### src/rtl/beta_pkg.sv
// Shared Beta CPU definitions: register-file geometry and write-controller state type.
package beta_pkg;

    localparam int unsigned REG_ZERO = 31;
    localparam int unsigned NUM_REGS = 32;
    localparam int unsigned REG_AW   = 6;
    localparam int unsigned WORD_W   = 32;

    typedef enum logic [0:0] {
        INIT = 1'b0,
        RUN  = 1'b1
    } rf_ctrl_state_t;

endpackage

### src/rtl/rr_arb2.sv
// Two-requester round-robin arbiter: one-hot grant, the requester not granted last wins a tie.
module rr_arb2 (
    input  logic [1:0] req_i,
    input  logic       last_i,
    output logic [1:0] gnt_o
);

    // last_i = index of the most recently granted requester
    always_comb begin
        gnt_o    = 2'b00;
        gnt_o[0] = req_i[0] & (~req_i[1] | last_i);
        gnt_o[1] = req_i[1] & (~req_i[0] | ~last_i);
    end

endmodule

### src/rtl/reg_file_ctrl.sv
// Register-file write-port controller: zeroing sweep after reset/clear, then
// round-robin arbitration of two writers with R31 and out-of-range filtering.
module reg_file_ctrl
    import beta_pkg::*;
#(
    parameter int unsigned NREGS    = NUM_REGS,
    parameter int unsigned AW       = REG_AW,
    parameter int unsigned DW       = WORD_W,
    parameter int unsigned ZERO_REG = REG_ZERO
) (
    input  logic          clk,
    input  logic          rst_n,
    input  logic          clr,
    input  logic          wb0_valid,
    output logic          wb0_ready,
    input  logic [AW-1:0] wb0_addr,
    input  logic [DW-1:0] wb0_data,
    input  logic          wb1_valid,
    output logic          wb1_ready,
    input  logic [AW-1:0] wb1_addr,
    input  logic [DW-1:0] wb1_data,
    output logic          rf_we,
    output logic [AW-1:0] rf_wa,
    output logic [DW-1:0] rf_wd,
    output logic          init_busy
);

    localparam int unsigned CW = $clog2(NREGS);

    rf_ctrl_state_t state_q, state_d;
    logic [CW-1:0]  cnt_q, cnt_d;
    logic           ptr_q, ptr_d;
    logic           we_q, we_d;
    logic [AW-1:0]  wa_q, wa_d;
    logic [DW-1:0]  wd_q, wd_d;

    logic [1:0]     req;
    logic [1:0]     gnt;
    logic [AW-1:0]  sel_addr;
    logic [DW-1:0]  sel_data;
    logic           discard;

    // Requests are only visible to the arbiter in RUN and never during a clear
    assign req = {wb1_valid, wb0_valid} & {2{(state_q == RUN) && !clr}};

    rr_arb2 u_arb (
        .req_i  (req),
        .last_i (ptr_q),
        .gnt_o  (gnt)
    );

    assign sel_addr = gnt[1] ? wb1_addr : wb0_addr;
    assign sel_data = gnt[1] ? wb1_data : wb0_data;
    assign discard  = (32'(sel_addr) == ZERO_REG) || (32'(sel_addr) >= NREGS);

    assign wb0_ready = gnt[0];
    assign wb1_ready = gnt[1];
    assign rf_we     = we_q;
    assign rf_wa     = wa_q;
    assign rf_wd     = wd_q;
    assign init_busy = (state_q == INIT);

    always_ff @(posedge clk or negedge rst_n) begin
        if (!rst_n) begin
            state_q <= INIT;
            cnt_q   <= '0;
            ptr_q   <= 1'b1;
            we_q    <= 1'b0;
            wa_q    <= '0;
            wd_q    <= '0;
        end else begin
            state_q <= state_d;
            cnt_q   <= cnt_d;
            ptr_q   <= ptr_d;
            we_q    <= we_d;
            wa_q    <= wa_d;
            wd_q    <= wd_d;
        end
    end

    always_comb begin
        state_d = state_q;
        cnt_d   = cnt_q;
        ptr_d   = ptr_q;
        we_d    = 1'b0;
        wa_d    = wa_q;
        wd_d    = wd_q;
        if (clr) begin
            state_d = INIT;
            cnt_d   = '0;
        end else begin
            unique case (state_q)
                INIT: begin
                    we_d = 1'b1;
                    wa_d = AW'(cnt_q);
                    wd_d = '0;
                    if (cnt_q == CW'(NREGS - 1)) begin
                        state_d = RUN;
                        cnt_d   = '0;
                    end else begin
                        cnt_d = cnt_q + CW'(1);
                    end
                end
                RUN: begin
                    // Discarded writes are still accepted but never reach the file
                    if (|gnt) begin
                        ptr_d = gnt[1];
                        we_d  = !discard;
                        wa_d  = sel_addr;
                        wd_d  = sel_data;
                    end
                end
                default: state_d = INIT;
            endcase
        end
    end

endmodule

### config.mk
export PLATFORM = sky130hd
export DESIGN_NAME = reg_file_ctrl
export DESIGN_NICKNAME = d
export VERILOG_FILES = /design/src/rtl/beta_pkg.sv /design/src/rtl/rr_arb2.sv /design/src/rtl/reg_file_ctrl.sv
export SDC_FILE = /design/constraint.sdc
export NUM_CORES = 1
export LEC_CHECK = 0
export BUFFER_PORTS_ARGS = -buffer_cell sky130_fd_sc_hd__buf_4
export CORE_ASPECT_RATIO = 1.2
export CORE_MARGIN = 2
export CORE_UTILIZATION = 41
export DETAILED_ROUTE_END_ITERATION = 10
export PLACE_DENSITY = 0.77
export SLEW_MARGIN = 20
export SYNTH_ARGS = -nofsm -noshare
export SYNTH_HDL_FRONTEND = slang
export SYNTH_HIERARCHICAL = 1
export SYNTH_SLANG_ARGS = --single-unit
### constraint.sdc
create_clock -name clk -period 1.7 [get_ports clk]
set_input_delay 0.17 -clock clk [delete_from_list [all_inputs] [get_ports clk]]
set_output_delay 0.17 -clock clk [all_outputs]
set_load 0.01 [all_outputs]
==> summary.md <==
| Metric | Value |
|---|---|
| Run status | `finished with violations` |
| Violated checks | `negative setup slack` |
| Root Buffer | `clkbuf_8` |
| Row Count | `30` |
| Main synth FF type | `dfrtp_1` |
| Final net count | `416` |
| Initial Util | `41.8%` |
| Critical path class | `reg -> reg` |
| CP required | `1.88 ns` |
| Unrepaired setup endpoints after global routing | `true` |
| RD Place Congestion | `0.794` |
| Die width | `72.7 µm` |
| Gr ovfl total | `0` |
| Synth Net Count | `273` |
| Static Leak | `0.00178 µW` |
| Vias/cell | `5.26` |
| DRT antenna net count | `0` |
| H-tree depth | `2` |
| Post-Syn Instances | `190` |
| Tcrit/Tclk final | `105%` |
| CP peak stage delay | `0.36 ns` |
| Vias in the first global route | `2,058` |
| Post-Syn Area | `0.00232 mm²` |
| Slowest cell on the critical path | `dfrtp_1` |
| Area contributors post-synth | `dfrtp_1 (49%), mux2i_1 (17%), o2bb2ai_1 (12%)` |
| Warnings from Yosys | `6` |
| DRC Markers | `0` |
| Syn-to-layout area delta | `63.4%` |
| Most frequent cell after synthesis | `dfrtp_1` |
| Die area | `0.00628 mm²` |
| Final setup TNS | `-2.33 ns` |
| Clock Skew | `0.00214 ns` |
| Final HPWL DP | `4.53 mm` |
| IO Pins | `123` |
| CTS Sinks | `46` |
| CP endpoint kind | `register` |
| Max-Cap Viols | `0` |
| Register area share after synthesis | `49.7%` |
| Clock Latency Late Sink | `0.29 ns` |
| Synth top cells by count | `dfrtp_1 (45), mux2i_1 (40), o2bb2ai_1 (33)` |
| CP arrival | `1.97 ns` |
| Via Count | `2,094` |
| CTS max path bufs | `2` |
| HP Class | `in -> reg` |
| Clk slew on worst S/H paths | `0.08 ns` |
| Router iterations before antenna repair | `4` |
| Rel. slew slack | `60.9%` |
| Dpl ws | `-0.107 ns` |
| Port buffer count | `122` |
| CTS tree | `yes` |
| Final WS setup | `-0.0879 ns` |
| First-pass GRT wire length | `9.42 mm` |
| Tot GR Track Use | `19.2%` |
| Worst-Margin Slew | `0.586 ns` |
| FMAX | `0.559 GHz` |
| CP Launch Type | `register` |
| Syn Area/Cell | `12.2 µm²` |
| Starting DRT DRC Count | `52` |
| Synth unique cells | `35` |
| Area leader, netlist | `dfrtp_1` |
| Die Y | `86.4 µm` |
| Hold_ws | `0.144 ns` |
| Total CTS buffers | `5` |
| Final Hold Viols | `0` |
| Max FO, Critical Path | `7` |
| Share of cells above drive strength 1 | `55.4%` |
| Post-synth top area share | `48.5%` |
| WL/cell | `16.4 µm` |
| Initial antenna violation count | `0` |
| PD cells | `569 mW/mm²` |
| Critical Path, Cell by Cell | `nor2b_4 > and2_4 > a21boi_4 > buf_8 > mux2i_2 > a21oi_2 > mux2_4` |
| Largest net degree at the start of global routing | `47` |
| Peak supply drop | `456 µV` |
| Total wire length | `6.53 mm` |
| EDFF count, synth | `0` |
| Ys async rst share | `100%` |
| Crit path time final | `1.79 ns` |
| Core box area | `0.00556 mm²` |
| Seq cells post-synth | `46` |
| Final setup violation count | `40` |
| Final Slew Violations | `0` |
| N_diodes | `0` |
critical path: cells and delay by family (launching register included):
kind,cells,cell delay (ns)
buffers and inverters,1,0.18
DFF,1,0.36
and+or+nand+nor,2,0.31
muxes,2,0.52
AOI/OAI and AO/OA,2,0.32
state kept, by name, indices dropped and copies added, names as in the netlist:
signal	cells
rf_wd	32
rf_wa	6
cnt_q	5
ptr_q	1
rf_we	1
state_q	1
power breakdown:
part | internal (µW) | switching, µW | leakage [µW]
clock network | 372 | 353 | 0.0000544
registers | 1110 | 13.7 | 0.000632
logic | 189 | 118 | 0.00109
total | 1670 | 485 | 0.00178
layout by cell type (no fill, tap or decap), types with 2 or more instances in the layout:
cell type / count
buf_4: 135
dfrtp_1: 45
mux2i_1: 33
o2bb2ai_1: 30
nor2_1: 10
mux2i_2: 7
a21oi_1: 7
clkbuf_8: 7
buf_6: 5
buf_12: 5
mux2_4: 4
nand2_1: 3
o2bb2ai_2: 3
clkbuf_16: 3
inv_1: 2
and2_4: 2
nor2b_1: 2
o21ai_0: 2
nand4_1: 2
nor3_1: 2
ha_1: 2
buf_8: 2
a21boi_4: 2
path summary, 6_finish.rpt:
| check | start | end | slack (ns) | depth (start not counted) |
|---|---|---|---|---|
| setup / recovery | state_q | rf_wa[3] | -0.09 | 7 |
| hold / removal | wb0_data[21] | rf_wd[21] | 0.14 | 3 |
| setup reg to reg | state_q | rf_wa[3] | -0.09 | 7 |
| hold reg to reg | rf_wd[10] | rf_wd[10] | 0.49 | 1 |
| max in group asynchronous | rst_n | cnt_q[3] | 0.89 | 2 |
| min in group asynchronous | rst_n | rf_wa[1] | 0.40 | 2 |
layer usage:
metal  global-route usage (%)  part of all wire [%]
met5                        0                     0
met4                     5.22                   1.3
met3                     5.23                   7.6
met2                     33.8                    53
met1                     22.9                    38
timing repair:
item                                    4_1_cts  5_1_grt
endpoints found under the setup margin       40       42
resized for setup                            12       18
buffers inserted                              0       10
endpoints found under the hold margin        45        0
gates cloned                                  0        4
hold buffers                                  1        0
pin swaps                                     0        3
stage by stage:
| stage | util, % | cell area (µm²) | power, µW | instances |
|---|---|---|---|---|
| after floorplan | - | 2370 | 1230 | 190 |
| after global placement | 60.7 | 3370 | 1430 | 375 |
| after detailed placement | 60.7 | 3370 | 1430 | 375 |
| after CTS | 63.7 | 3540 | 2180 | 384 |
| after global routing | 68.2 | 3790 | 2270 | 398 |
| final | 68.2 | 3790 | 2160 | 398 |
area by class of cell:
cell class                 instances  area, µm²
inverter                           2       7.51
sequential                        46       1150
multi-input combinational        127       1160
clock inverter                     1       8.76
tap                               64       80.1
clock buffer                       7       96.3
fill                             451       1770
timing repair buffer             151       1280
cell families after synthesis:
family | synth area share [%]
AOI/OAI and AO/OA | 17.5
DFF | 49.7
muxes | 20.3
and+or+nand+nor | 6.42
buffers and inverters | 5.02
adders and majority gates | 1.08
Note: power is estimated with default switching activity, not from simulation.
